===== config.mk =====
export PLATFORM = sky130hd
export DESIGN_NAME = bert_ctrl
export DESIGN_NICKNAME = d
export VERILOG_FILES = /design/src/rtl/bert_ctrl.sv
export SDC_FILE = /design/constraint.sdc
export NUM_CORES = 1
export LEC_CHECK = 0
export BUFFER_PORTS_ARGS = -buffer_cell sky130_fd_sc_hd__buf_2
export CORE_MARGIN = 3
export CORE_UTILIZATION = 50
export DETAILED_ROUTE_END_ITERATION = 8
export PLACE_DENSITY_LB_ADDON = 0.08
export RECOVER_POWER = 50
export SLEW_MARGIN = 20
export SYNTH_ARGS = -nofsm -noshare
export SYNTH_HDL_FRONTEND = slang
export SYNTH_SLANG_ARGS = --single-unit

===== constraint.sdc =====
create_clock -name clk_x8 -period 3.18 [get_ports clk_x8]
set_clock_uncertainty 0.1 [all_clocks]
set_input_delay 0.318 -clock clk_x8 [delete_from_list [all_inputs] [get_ports clk_x8]]
set_output_delay 0.318 -clock clk_x8 [all_outputs]
set_load 0.03 [all_outputs]

===== src/rtl/bert_ctrl.sv =====
// PRBS-7 bit-error-rate checker: seeds an LFSR from the recovered stream, then
// compares each recovered bit with the prediction and tracks lock per window.
module bert_ctrl #(
  parameter int unsigned WINDOW      = 64,
  parameter int unsigned LOSS_THRESH = 8
) (
  input  logic        clk_x8,
  input  logic        rst,
  input  logic        d_in,
  input  logic        d_valid,
  input  logic        enable,
  input  logic        clear,
  output logic        locked,
  output logic        err_pulse,
  output logic [31:0] err_count,
  output logic [31:0] bit_count,
  output logic [7:0]  resync_count
);

  localparam int unsigned WCW = $clog2(WINDOW);
  localparam int unsigned EW  = $clog2(LOSS_THRESH + 1);

  typedef enum logic [1:0] {
    ST_IDLE  = 2'd0,
    ST_SEED  = 2'd1,
    ST_CHECK = 2'd2
  } state_t;

  state_t          r_state, w_state_nxt;
  logic [6:0]      r_s, w_s_nxt;
  logic [2:0]      r_seed_cnt, w_seed_nxt;
  logic [WCW-1:0]  r_win_cnt, w_win_nxt;
  logic [EW-1:0]   r_win_err, w_werr_nxt;
  logic            r_locked, w_locked_nxt;
  logic            r_err_pulse, w_pulse_nxt;
  logic [31:0]     r_err_count, w_errc_nxt;
  logic [31:0]     r_bit_count, w_bitc_nxt;
  logic [7:0]      r_resync_count, w_rsc_nxt;

  logic            w_pred;
  logic            w_err;
  logic [6:0]      w_seed_shift;
  logic            w_win_end;
  logic [EW-1:0]   w_werr_sat;
  logic            w_inc_bit;
  logic            w_inc_err;
  logic            w_inc_rsc;

  assign w_pred       = r_s[6] ^ r_s[5];
  assign w_err        = d_in ^ w_pred;
  assign w_seed_shift = {r_s[5:0], d_in};
  assign w_win_end    = (r_win_cnt == WCW'(WINDOW - 1));
  // Window error count including the current bit, pinned at the loss threshold
  assign w_werr_sat   = (r_win_err >= EW'(LOSS_THRESH)) ? r_win_err
                                                        : r_win_err + EW'(w_err);

  always_comb begin
    w_state_nxt  = r_state;
    w_s_nxt      = r_s;
    w_seed_nxt   = r_seed_cnt;
    w_win_nxt    = r_win_cnt;
    w_werr_nxt   = r_win_err;
    w_locked_nxt = r_locked;
    w_pulse_nxt  = 1'b0;
    w_inc_bit    = 1'b0;
    w_inc_err    = 1'b0;
    w_inc_rsc    = 1'b0;
    w_errc_nxt   = r_err_count;
    w_bitc_nxt   = r_bit_count;
    w_rsc_nxt    = r_resync_count;

    if (!enable) begin
      w_state_nxt  = ST_IDLE;
      w_locked_nxt = 1'b0;
    end else begin
      case (r_state)
        ST_IDLE: begin
          w_state_nxt = ST_SEED;
          w_seed_nxt  = '0;
        end
        ST_SEED: begin
          if (d_valid) begin
            w_s_nxt = w_seed_shift;
            if (r_seed_cnt == 3'd6) begin
              // An all-zero seed would lock onto a dead line; keep seeding
              w_seed_nxt = '0;
              if (w_seed_shift != 7'd0) begin
                w_state_nxt = ST_CHECK;
                w_win_nxt   = '0;
                w_werr_nxt  = '0;
              end
            end else begin
              w_seed_nxt = r_seed_cnt + 3'd1;
            end
          end
        end
        ST_CHECK: begin
          if (d_valid) begin
            w_s_nxt     = {r_s[5:0], w_pred};
            w_win_nxt   = r_win_cnt + WCW'(1);
            w_werr_nxt  = w_werr_sat;
            w_inc_bit   = r_locked;
            w_inc_err   = r_locked & w_err;
            w_pulse_nxt = r_locked & w_err;
            if (w_win_end) begin
              w_win_nxt  = '0;
              w_werr_nxt = '0;
              if (w_werr_sat >= EW'(LOSS_THRESH)) begin
                w_state_nxt  = ST_SEED;
                w_seed_nxt   = '0;
                w_locked_nxt = 1'b0;
                w_inc_rsc    = r_locked;
              end else begin
                w_locked_nxt = 1'b1;
              end
            end
          end
        end
        default: begin
          w_state_nxt  = ST_IDLE;
          w_locked_nxt = 1'b0;
        end
      endcase
    end

    // Saturating statistics; clear wins over a same-cycle increment
    if (clear) begin
      w_errc_nxt = '0;
      w_bitc_nxt = '0;
      w_rsc_nxt  = '0;
    end else begin
      if (w_inc_err && (r_err_count != '1))    w_errc_nxt = r_err_count + 32'd1;
      if (w_inc_bit && (r_bit_count != '1))    w_bitc_nxt = r_bit_count + 32'd1;
      if (w_inc_rsc && (r_resync_count != '1)) w_rsc_nxt  = r_resync_count + 8'd1;
    end
  end

  always_ff @(posedge clk_x8 or posedge rst) begin
    if (rst) begin
      r_state        <= ST_IDLE;
      r_s            <= '0;
      r_seed_cnt     <= '0;
      r_win_cnt      <= '0;
      r_win_err      <= '0;
      r_locked       <= 1'b0;
      r_err_pulse    <= 1'b0;
      r_err_count    <= '0;
      r_bit_count    <= '0;
      r_resync_count <= '0;
    end else begin
      r_state        <= w_state_nxt;
      r_s            <= w_s_nxt;
      r_seed_cnt     <= w_seed_nxt;
      r_win_cnt      <= w_win_nxt;
      r_win_err      <= w_werr_nxt;
      r_locked       <= w_locked_nxt;
      r_err_pulse    <= w_pulse_nxt;
      r_err_count    <= w_errc_nxt;
      r_bit_count    <= w_bitc_nxt;
      r_resync_count <= w_rsc_nxt;
    end
  end

  assign locked       = r_locked;
  assign err_pulse    = r_err_pulse;
  assign err_count    = r_err_count;
  assign bit_count    = r_bit_count;
  assign resync_count = r_resync_count;

endmodule


==> flow_summary.toml <==
[worst_setup_path]
crit_path_max_fanout = 18
cp_num_cells = 6
reg2reg_depth = 6
endpoint = "err_count[28]"
crit_path_start_kind = "register"
cpPeakStageDelay_ps = 480
worst-setup-path-type = "register to register"
crit-reg2reg-launch = "r_state[0]"
crit_path_start = "r_state[0]"
rr_endpoint = "err_count[28]"
r2r_slack_ps = 600
cpMaxStageDelayCell = "dfrtp_1"
endpoint_kind = "register"
path_delay_family = "simple AND/OR/NAND/NOR gates"
path_cells = "and4b_1 > nand3_1 > a41o_1 > buf_4 > nor4_1 > mux2_2"
cp.arrival_ps = 2740
crit_buf_inv = 1
cp.required_ps = 3340

[synthesis]
yosysSeqAreaShare_pct = 45.35
synthFlopType = "dfrtp_1"
yosysTopAreaCell = "dfrtp_1"
yosysWarnings = 0
netlist_instances = 579
synth.top_cell.area_share_pct = 45.35
synth_area_sq_mm = 0.005298
synth_area_per_cell_sq_um = 9.150
async_flop_share_pct = 100.0
synth-seq-cells = 96
syn_nets = 591
synth_top_cells_by_area = "dfrtp_1 45%, a21oi_1 5.8%, o31ai_1 4.5%"
ys_types = 51
synth_edf_count = 0

[clock_network]
h-tree-depth = 3
numCtsBuffers = 9
cts_resized = 0
root_buffer = "clkbuf_8"
clkSlewWorstSetupHoldPaths_ps = 90
cts_tree = "yes"
clk_latency_ps = 370
cts_num_sinks = 96
cts_setup_buffers = 0
max-clock-path-buffers = 2

[grt]
grt_use_met1_pct = 30.85
antenna_found_initial = 0
grt_first_pass_wirelength_mm = 21.70
grt_pass1_vias = 4472
grt_use_met3_pct = 5.447
use_met2_pct = 36.93
grt-ovfl-total = 0
grt_usage_pct = 22.73
grt_max_degree = 60
top_usage_layer = "met2"

[power_and_ir_drop]
p_sw_uw = 565.0
sw_frac_of_total_pct = 22.23
p_leak_uw = 0.002306
p_int_uw = 1976
p_comb_share_pct = 6.9
power_uw = 2541
ir_worst_vdd_v = 0.0003057
powerDensity_mw_per_mm2 = 420.3
seq_power_share_pct = 51.7
power_frac_clock_pct = 41.4

[timing]
slew_viol_final = 0
post-route-period-util_pct = 81.28
setup_viol = 0
slew_headroom_pct = 16.01
worst_pin_slew_ps = 1258
fmax_mhz = 386.9
setup-tns-final_ps = 0
final_hold_viol_count = 0
fin_crit_ps = 2585
rsz0062_at_grt = "false"

[finish]
area_growth_pct = 14.15
drive_gt1_share_pct = 11.21
nets = 667
final_cell_mix = "96 x dfrtp_1, 61 x a21oi_1, 60 x clkbuf_1"
final_common_cell = "dfrtp_1"
antenna_cells = 0

[placed_design]
dp.final_hpwl_mm = 8.952
numPortBuffers = 79
finalWeightedCongestion = 0.8691

[floorplan]
die_h_um = 108.9
ioPinCount = 80
start_util_pct = 52.74
coreArea_sq_mm = 0.01004
die_x_um = 108.9
dieArea_sq_mm = 0.01187
rows = 36

[drt]
drc = 0
drtIter0Drc = 312
vias = 4810
ant_nets = 0
firstDrtPassIters = 5
drt_wl_total_mm = 12.81
vias_per_cell = 6.066
wl_per_cell_um = 16.15

[run_status]
status = "complete, no violations"

[flow_run]
drv_cap = 0

[min_path]
worstHoldPathType = "input pin to register"
## logic make-up (layout without fill, tap and decap cells)
kind of cell / Yosys count / in the layout / synth area share [%]
AO/OA/AOI/OAI: 160 / 160 / 18.33
flip-flops: 96 / 96 / 45.35
multiplexers: 15 / 15 / 3.141
AND/OR/NAND/NOR: 248 / 248 / 26.81
buffers and inverters: 47 / 128 / 3.495
adder cells (fa/ha/maj): 6 / 6 / 1.417
XOR/XNOR: 7 / 7 / 1.464
## how the worst min path moves through the flow
stage | startpoint | endpoint | slack, ps | cells past startpoint
floorplan | enable | r_state[0] | 340 | 1
global placement | r_win_err[2] | r_win_err[2] | 380 | 1
detailed placement | r_win_cnt[1] | r_win_cnt[1] | 400 | 2
CTS | enable | r_state[0] | 110 | 2
global route | enable | r_state[0] | 120 | 2
finish | enable | r_state[0] | 130 | 2
## power groups by stage
| stage | Clock, uW | Sequential (uW) | Combinational, uW |
|---|---|---|---|
| floorplan | 0 | 1320 | 145 |
| global placement | 0 | 1330 | 176 |
| detailed placement | 0 | 1340 | 185 |
| CTS | 1080 | 1310 | 185 |
| global route | 1130 | 1320 | 195 |
| finish | 1050 | 1310 | 175 |
## worst register-to-register path: cells and delay by family (launching register included)
kind	cells	cell delay, ps
AND/OR/NAND/NOR	3	1020
flip-flops	1	480
multiplexers	1	380
AO/OA/AOI/OAI	1	320
buffers and inverters	1	180
## sequential cells by signal, summed over array words and instances, names as in the netlist, 2 cells and up
register / cells
bit_count: 32
err_count: 32
resync_count: 8
r_s: 7
r_win_cnt: 6
r_win_err: 4
r_seed_cnt: 3
r_state: 2
## timing repair
item,in CTS,in global routing
endpoints found under the setup margin,0,0
hold buffers,1,0
hold endpoints to repair,15,0
## layer usage
layer | vias to the layer above | part of all wire (%) | routed length [um]
li1 | 2336 | - | -
met1 | 2354 | 46 | 5908
met2 | 113 | 48 | 6125
met3 | 7 | 5.2 | 672
met4 | 0 | 0.78 | 100
met5 | - | 0 | 0
## synth_stat cells, drive strengths merged (18+ instances only)
library cell and n:
o21ai 41, inv 22, nand2 41, nand3 37
clkbuf 18, or4 30, nor2 32, dfrtp 96
a21oi 62, o31ai 32, or3 32, nand4 20
## stage by stage
stage               worst slack (ps)  utilization [%]  area (sq um)  cells  hold WS, ps
finish                         595.2            60.20          6047    793        131.6
global route                   414.7            60.20          6047    793        123.4
CTS                            711.4            61.10          6137    793        110.8
detailed placement             739.3            58.33          5859    776        398.6
global placement               824.9            58.33          5859    776        379.6
floorplan                      256.6                -          5298    579        340.1
## layout make-up
type,count,area [sq um]
Clock buffer,10,137.6
Clock inverter,6,130.1
Fill cell,907,3998
Inverter,22,82.58
Multi-Input combinational cell,436,2698
Sequential cell,96,2402
Tap cell,133,166.4
Timing Repair Buffer,90,430.4
Power figures use the tool's default switching activity.
